`src/rtl/class_feature_packer.sv`:
```
// Serial-to-parallel front end for the decision-tree classifier: collects N_FEAT bits, waits SETTLE cycles, samples the class.
// Result appears SETTLE+1 cycles after the last beat; s_ready is registered and drops while a result is pending.
module class_feature_packer #(
   parameter int N_FEAT = 51,
   parameter int CLS_W  = 1,
   parameter int SETTLE = 1,
   parameter int FCNT_W = 16
) (
   input  logic              clk,
   input  logic              rst,
   input  logic              s_valid,
   output logic              s_ready,
   input  logic              s_data,
   input  logic              s_last,
   output logic [N_FEAT-1:0] feat_o,
   input  logic [CLS_W-1:0]  cls_i,
   output logic              m_valid,
   input  logic              m_ready,
   output logic [CLS_W-1:0]  m_class,
   output logic              err,
   output logic [FCNT_W-1:0] frame_cnt
);

   localparam int IDX_W = (N_FEAT > 1) ? $clog2(N_FEAT) : 1;
   localparam int SET_W = (SETTLE > 1) ? $clog2(SETTLE) : 1;
   localparam logic [IDX_W-1:0] IDX_LAST = IDX_W'(N_FEAT - 1);
   localparam logic [SET_W-1:0] SET_LAST = SET_W'(SETTLE - 1);

   typedef enum logic [1:0] {
      ST_COLLECT,
      ST_DISCARD,
      ST_WAIT,
      ST_OUTPUT
   } state_t;

   state_t           state;
   logic [IDX_W-1:0] idx;
   logic [SET_W-1:0] settle;
   logic             accept;

   assign accept = s_valid && s_ready;

   always_ff @(posedge clk) begin
      if (rst) begin
         state     <= ST_COLLECT;
         idx       <= '0;
         settle    <= '0;
         feat_o    <= '0;
         m_valid   <= 1'b0;
         m_class   <= '0;
         err       <= 1'b0;
         frame_cnt <= '0;
         s_ready   <= 1'b0;
      end else begin
         err <= 1'b0;
         case (state)
            ST_COLLECT: begin
               s_ready <= 1'b1;
               if (accept) begin
                  feat_o[idx] <= s_data;
                  if (idx == IDX_LAST) begin
                     idx <= '0;
                     if (s_last) begin
                        state   <= ST_WAIT;
                        settle  <= '0;
                        s_ready <= 1'b0;
                     end else begin
                        // Too many beats: flag now, swallow the rest of the frame.
                        err   <= 1'b1;
                        state <= ST_DISCARD;
                     end
                  end else if (s_last) begin
                     err <= 1'b1;
                     idx <= '0;
                  end else begin
                     idx <= idx + 1'b1;
                  end
               end
            end
            ST_DISCARD: begin
               s_ready <= 1'b1;
               if (accept && s_last) begin
                  state <= ST_COLLECT;
                  idx   <= '0;
               end
            end
            ST_WAIT: begin
               s_ready <= 1'b0;
               if (settle == SET_LAST) begin
                  m_class <= cls_i;
                  m_valid <= 1'b1;
                  state   <= ST_OUTPUT;
               end else begin
                  settle <= settle + 1'b1;
               end
            end
            ST_OUTPUT: begin
               s_ready <= 1'b0;
               if (m_ready) begin
                  // Reopen the input on the handshake edge so the next frame starts without a bubble.
                  m_valid   <= 1'b0;
                  frame_cnt <= frame_cnt + 1'b1;
                  state     <= ST_COLLECT;
                  idx       <= '0;
                  s_ready   <= 1'b1;
               end
            end
            default: begin
               state   <= ST_COLLECT;
               idx     <= '0;
               s_ready <= 1'b0;
            end
         endcase
      end
   end

endmodule

```
`config.mk`:
```
export PLATFORM = sky130hd
export DESIGN_NAME = class_feature_packer
export DESIGN_NICKNAME = d
export VERILOG_FILES = /design/src/rtl/class_feature_packer.sv
export SDC_FILE = /design/constraint.sdc
export NUM_CORES = 1
export LEC_CHECK = 0
export ABC_AREA = 0
export CORE_ASPECT_RATIO = 0.6
export CORE_MARGIN = 4
export CORE_UTILIZATION = 48
export CTS_CLUSTER_SIZE = 40
export DETAILED_ROUTE_END_ITERATION = 6
export PLACE_DENSITY_LB_ADDON = 0.15
export SETUP_SLACK_MARGIN = 0.4
export SLEW_MARGIN = 20
export SYNTH_ARGS = -nofsm -noshare
export SYNTH_HDL_FRONTEND = slang
export SYNTH_SLANG_ARGS = --single-unit
```
`constraint.sdc`:
```
create_clock -name clk -period 2.6 [get_ports clk]
set_clock_uncertainty 0.15 [all_clocks]
set_input_delay 0.65 -clock clk [delete_from_list [all_inputs] [get_ports clk]]
set_output_delay 0.65 -clock clk [all_outputs]
set_load 0.005 [all_outputs]
```
==> results.md <==
- Tcrit/Tclk final: 81.84%
- Number of cell rows: 24
- Worst path max stage delay: 0.55 ns
- Final hold viol count: 0
- Largest net degree at the start of global routing: 52
- Core area: 7297 µm²
- Drt initial violations: 193
- Worst path cell trace: clkdlybuf4s50_1
- Leak Pwr: 1.731 nW
- Drt via density: 5.240
- Status: finished, final reports clean
- RSZ-0062 raised after global routing: no
- Final min period: 2.128 ns
- Reg-to-reg slack, setup: 0.68 ns
- Clk slew on worst S/H paths: 0.05 ns
- Cells after DPL: 559
- CP arrival: 1.33 ns
- CP endpoint kind: output pin
- Post-synthesis cell count: 402
- PD cells: 520.8 nW/µm²
- Yosys warns: 0
- Relative slew slack: 52.31%
- Layout Nets: 476
- Largest fanout on the critical path: 6
- DRC Markers: 0
- Finished Layout Cells: 574
- # port buffers: 77
- Mux contribution to synthesized area: 12.68%
- Antenna diodes: 0
- Post CTS Setup Buffer Count: 0
- Worst vdd ir: 0.0003273 V
- Mapped Area: 3632 µm²
- Post-synthesis xor/xnor area fraction: 3.135%
- Synth Area in Adders: 1.033%
- Clk buf depth: 2
- Clock latency on the worst-skew pair: 0.33 ns
- Area occupied by multi-input gates: 1842 µm²
- Filler Cell Count: 637
- Antenna violations before repair: 0
- EDFF count, synth: 0
- Critical path startpoint category: flip-flop
- Top_reg_cell synth: dfxtp_1
- IO Count: 78
- Avg Cell Area, Syn: 9.035 µm²
- Num CTS Buffers: 9
- Seq/Total Area, Yosys: 43.54%
- Die area: 9068 µm²
- Routed len/inst: 14.84 µm
- Die H: 75.38 µm
- Initial DRT Pass Iterations: 5
- Simple-gate portion of the synthesized area: 27.28%
- Critical path start-end classification: reg2out
- Vias in the first global route: 2703
- Post-DRT Antenna Nets: 0
- Vias: 3008
- Final setup viols: 0
- Initial core utilization: 49.78%
- Total Routing Usage GR: 19.44%
- CTS Sinks: 79
- Post-CTS Resized: 0
- Setup TNS: 0 ns
- CTS H-Tree Depth: 3
- FFs w/ async S/R, synth: 0%
- Synth cell types: 46
- Total power: 2.442 mW
- Register cell area after layout: 1582 µm²
- Max Cap Viol: 0
- Max Slew Vio Count: 0
- Global route overflow: 0
- Largest family of logic cells by synthesized area: simple AND/OR/NAND/NOR gates
- Register bit count reported by yosys: 79
- Die X-Extent: 120.3 µm
- Critical path's top delay family: buffers and inverters
- Slowest-stage cell, CP: clkdlybuf4s50_1
- Total wire length: 8520 µm
- Post-synth net total: 412
- CTS tree: done
- First-pass GRT wire length: 13680 µm
- Final Wtd Congestion: 0.7692
- Share of layout cells above drive strength 1: 8.298%
- HP Class: reg2reg
- Hold_buf cts: 0
- Compound-Gate Fraction of Synth Area: 6.511%
- Buf/Inv on CP: 1
- P&R area growth vs syn: 29.11%
- Worst-margin pin slew: 0.7138 ns
- Fmax: 470.0 MHz
- Dpl hpwl: 5873 µm
- Clock root buffer: clkbuf_16
- Worst path required time: 1.80 ns
## logic make-up (layout without fill, tap and decap cells)
| group | count (synthesis) | in the layout |
|---|---|---|
| AO/OA/AOI/OAI | 39 | 39 |
| XOR/XNOR | 13 | 13 |
| adder cells (fa/ha/maj) | 3 | 3 |
| buffers and inverters | 37 | 105 |
| flip-flops | 79 | 79 |
| multiplexers | 46 | 46 |
| AND/OR/NAND/NOR | 185 | 185 |
## through the flow
stage	setup WS, ns	hold slack (ns)	utilization (%)	cell area (µm²)
finish	0.4723	0.3294	64.27	4690
global route	0.4105	0.3541	64.27	4690
global placement	0.1727	0.3192	60.65	4425
CTS	0.4536	0.3282	64.20	4684
detailed placement	0.1222	0.3206	60.65	4425
floorplan	0.8875	0.3201	-	3632
## layer usage
metal  GRT usage [%]  wire, µm  part of all wire, %  up-vias
li1                -         -                    -     1529
met1           27.88      4375                   51     1382
met2           27.61      3513                   41       91
met3           7.270       568                  6.7        6
met4           5.025        63                 0.74        0
met5               0         0                    0        -
## path summary, 6_finish.rpt
check | start | endpoint | cells after the start
setup / recovery | s_ready$_SDFF_PP0_ | s_ready | 1
hold reg to reg | feat_o[23]$_SDFFE_PP0P_ | feat_o[23]$_SDFFE_PP0P_ | 2
hold / removal | feat_o[23]$_SDFFE_PP0P_ | feat_o[23]$_SDFFE_PP0P_ | 2
setup reg to reg | idx[4]$_SDFFE_PP0P_ | feat_o[20]$_SDFFE_PP0P_ | 4
## registers in the layout, summed over array words and instances, names as in the netlist
name       cells
idx            6
m_class        1
err            1
feat_o        51
state          2
s_ready        1
m_valid        1
frame_cnt     16
## layout by cell type, fill, tap and decap left out, types with 2 or more instances in the layout
cell	Yosys	final
a21o_1	2	2
a21oi_1	17	17
a31o_2	4	4
and3b_1	4	4
buf_12	0	3
buf_4	2	3
clkbuf_1	11	4
clkbuf_16	0	9
clkdlybuf4s50_1	0	75
dfxtp_1	79	79
ha_1	3	3
inv_1	7	7
mux2i_1	46	46
nand2_1	12	12
nand3_1	38	38
nand3b_1	5	5
nand4_1	5	5
nand4_2	2	2
nor2_1	65	64
nor2_2	1	2
nor3_1	24	24
nor3_2	2	2
nor3b_1	3	3
nor3b_2	3	3
nor4_1	3	3
o21ai_0	9	9
or2_2	2	2
or3_1	5	5
or3b_1	2	2
xnor2_1	11	11
xor2_1	2	2
## area by class of cell
type / instances / share of cell area (%)
Clock buffer: 14 / 5.416
Tap cell: 104 / 2.775
Multi-Input combinational cell: 286 / 39.27
Clock inverter: 1 / 0.1067
Inverter: 7 / 0.5603
Timing Repair Buffer: 83 / 18.14
Sequential cell: 79 / 33.72
## power by group
| group | switching [mW] | internal (mW) |
|---|---|---|
| combinational | 0.0665 | 0.0400 |
| clock | 0.446 | 0.666 |
| sequential | 0.00770 | 1.22 |
## synthesized netlist by cell type, types with 3 or more instances
| master | number | area (µm²) |
|---|---|---|
| nor3b_2 | 3 | 37.54 |
| a31o_2 | 4 | 35.03 |
| mux2i_1 | 46 | 460.4 |
| xnor2_1 | 11 | 96.34 |
| and3b_1 | 4 | 35.03 |
| nor2_1 | 65 | 244.0 |
| nand4_1 | 5 | 31.28 |
| dfxtp_1 | 79 | 1582 |
| nor3_1 | 24 | 120.1 |
| nand3b_1 | 5 | 37.54 |
| nor4_1 | 3 | 18.77 |
| inv_1 | 7 | 26.28 |
| ha_1 | 3 | 37.54 |
| nand2_1 | 12 | 45.04 |
| nand3_1 | 38 | 190.2 |
| or3_1 | 5 | 31.28 |
| clkbuf_1 | 11 | 41.29 |
| buf_6 | 7 | 78.83 |
| a21oi_1 | 17 | 85.08 |
| o21ai_0 | 9 | 45.04 |
| buf_2 | 10 | 50.05 |
| nor3b_1 | 3 | 22.52 |
Note: power is estimated with default switching activity, not from simulation.
==> edit: new RTL, same settings <==
One comparison of `idx` changes from == to >=.
--- a/src/rtl/class_feature_packer.sv
+++ b/src/rtl/class_feature_packer.sv
@@ -58,7 +58,7 @@
                s_ready <= 1'b1;
                if (accept) begin
                   feat_o[idx] <= s_data;
-                  if (idx == IDX_LAST) begin
+                  if (idx >= IDX_LAST) begin
                      idx <= '0;
                      if (s_last) begin
                         state   <= ST_WAIT;
Formal check against the unedited RTL: no difference found for any inputs over 10 cycles, from zero or initial values and one cycle with rst high; that may be too few to reach the edited logic, so the function may still have changed.
==> edit against the unedited design <==
- power increased by 6.4%
- sequential cell count unchanged
- wire length increased by 9.9%
- critical path type is now in2reg
- count of clock-buffer cells in the layout decreased by 3
- final area increased by 3.4%
- synthesized area decreased by 1.9%
- setup slack got worse by 0.033 ns
==> edit: results <==
<?xml version="1.0" encoding="UTF-8"?>
<metrics>
  <group name="synthesis">
    <metric name="synthDistinctLibCells" unit="">39</metric>
    <metric name="synthTopCellsByCount" unit="">dfxtp_1, nor2_1, mux2i_1, nand3_1, clkbuf_1</metric>
    <metric name="post_synth_inst_count" unit="">407</metric>
    <metric name="synth_sequential_area_ratio" unit="%">44.38</metric>
    <metric name="synth.yosys.warnings" unit="">0</metric>
    <metric name="number_of_enable_flip_flop_cells_after_synthesis" unit="">0</metric>
    <metric name="synthesis.nets" unit="">417</metric>
    <metric name="yosys-top-cells-area" unit="">dfxtp_1, mux2i_1, nand3_1</metric>
    <metric name="synthArstFlopShare" unit="%">0</metric>
  </group>
  <group name="worst_hold_path">
    <metric name="hold_class" unit="">reg2reg</metric>
  </group>
  <group name="grt">
    <metric name="vias_in_the_first_global_route" unit="">2918</metric>
    <metric name="grt_antenna_before_repair" unit="">0</metric>
    <metric name="grt_max_degree" unit="">47</metric>
    <metric name="grt_first_pass_wirelength" unit="mm">14.75</metric>
    <metric name="grtUsageTotal" unit="%">20.85</metric>
  </group>
  <group name="outcome">
    <metric name="run_status" unit="">completed</metric>
  </group>
  <group name="clocking">
    <metric name="clockBufferDepth" unit="">2</metric>
    <metric name="clk_pin_slew" unit="ns">0.06</metric>
    <metric name="cts_buffers" unit="">9</metric>
  </group>
  <group name="final_layout">
    <metric name="finish.net_count" unit="">490</metric>
    <metric name="share_of_post_route_cells_with_drive_strength_above_1" unit="%">10.93</metric>
    <metric name="nFillCells" unit="">604</metric>
    <metric name="post_layout_nonfiller_instances" unit="">589</metric>
    <metric name="reg.largest.list" unit="">feat_o: 51 flops, frame_cnt: 16 flops, idx: 6 flops</metric>
  </group>
  <group name="sta">
    <metric name="final.hold.worst_slack" unit="ns">0.3356</metric>
    <metric name="worst_slew_margin_rel" unit="%">48.26</metric>
    <metric name="final-setup-viol-count" unit="">0</metric>
  </group>
  <group name="placement">
    <metric name="gp_congestion" unit="">0.8132</metric>
    <metric name="place.port_buffers" unit="">77</metric>
    <metric name="post-place-cells" unit="">571</metric>
    <metric name="detailed_place_hpwl" unit="mm">6.291</metric>
    <metric name="post_dp_cell_area" unit="um2">4487</metric>
  </group>
  <group name="pwr">
    <metric name="netSwitchingFraction" unit="%">21.15</metric>
    <metric name="power.leakage" unit="nW">1.884</metric>
    <metric name="power.ir.vdd_worst" unit="mV">0.3612</metric>
  </group>
  <group name="route">
    <metric name="routed_via_count_divided_by_cell_count" unit="">5.396</metric>
    <metric name="wirelength" unit="mm">9.363</metric>
    <metric name="drt_iter0_drc" unit="">232</metric>
    <metric name="detail_route.first_pass.iterations" unit="">4</metric>
  </group>
  <group name="setup_path">
    <metric name="critPathMaxFanout" unit="">18</metric>
    <metric name="cp_data_arrival_time" unit="ns">2.26</metric>
    <metric name="timing.reg2reg.setup_slack" unit="ns">0.52</metric>
  </group>
</metrics>
edit: cell types whose count changed after synthesis, sizes merged, moves of 9 or more:
cell    before  now
nand3       38   47
buf         19    2
clkbuf      11   32
nor3        26   16
edit: power groups by stage:
| stage | Combinational, mW | Sequential, mW | Clock, mW |
|---|---|---|---|
| finish | 0.107 | 1.22 | 1.27 |
| global route | 0.115 | 1.22 | 1.36 |
| CTS | 0.0989 | 1.22 | 1.29 |
| detailed placement | 0.0984 | 1.24 | 0 |
| global placement | 0.0966 | 1.24 | 0 |
| floorplan | 0.0590 | 1.24 | 0 |
edit: final cells by class:
cell class	instances	share of cell area [%]
Clock buffer	11	5.212
Clock inverter	5	1.161
Inverter	7	0.5418
Multi-Input combinational cell	287	38.42
Sequential cell	79	32.64
Tap cell	104	2.683
Timing Repair Buffer	96	19.35
edit: worst paths after layout:
| check | to | start | cells after the start |
|---|---|---|---|
| setup / recovery | feat_o[22]$_SDFFE_PP0P_ | s_valid | 6 |
| hold / removal | feat_o[46]$_SDFFE_PP0P_ | feat_o[46]$_SDFFE_PP0P_ | 2 |
| setup reg to reg | feat_o[32]$_SDFFE_PP0P_ | idx[5]$_SDFFE_PP0P_ | 4 |
| hold reg to reg | feat_o[46]$_SDFFE_PP0P_ | feat_o[46]$_SDFFE_PP0P_ | 2 |
edit: what timing repair did:
action | CTS | global route
setup buffers | 0 | 1
endpoints found under the setup margin | 1 | 14
pin swaps | 0 | 0
gates resized for setup | 1 | 6
cloned | 0 | 1
edit: per-stage QoR:
step	setup WS (ns)	util [%]	total power, mW
3_5_place_dp	0.08224	62.00	1.343
5_1_grt	0.3984	67.01	2.690
3_3_place_gp	0.1887	62.00	1.341
6_report	0.4389	67.01	2.598
4_1_cts	0.4266	66.29	2.611
2_1_floorplan	0.6379	-	1.301
edit: logic make-up after synthesis:
family	count (synthesis)	synth area share, %
xor gates and xnor gates	11	2.704
and+or+nand+nor	186	27.32
DFF	79	44.38
muxes	48	13.52
buffers and inverters	41	4.319
adders and majority gates	3	1.053
AOI/OAI and AO/OA	39	6.706
edit: critical path, stage by stage:
cell and delay [ns]:
clkdlybuf4s50_1 0.52, nor4bb_4 0.31, buf_12 0.20, and3_2 0.27
nand3_1 0.11, a21oi_1 0.19
edit: per-layer routing:
layer | vias to the layer above | wire, um | global-route usage, %
met2 | 89 | 3973 | 30.58
met4 | 0 | 47 | 4.236
met1 | 1512 | 4774 | 30.69
met3 | 4 | 567 | 5.931
met5 | - | 0 | 0
li1 | 1573 | - | -
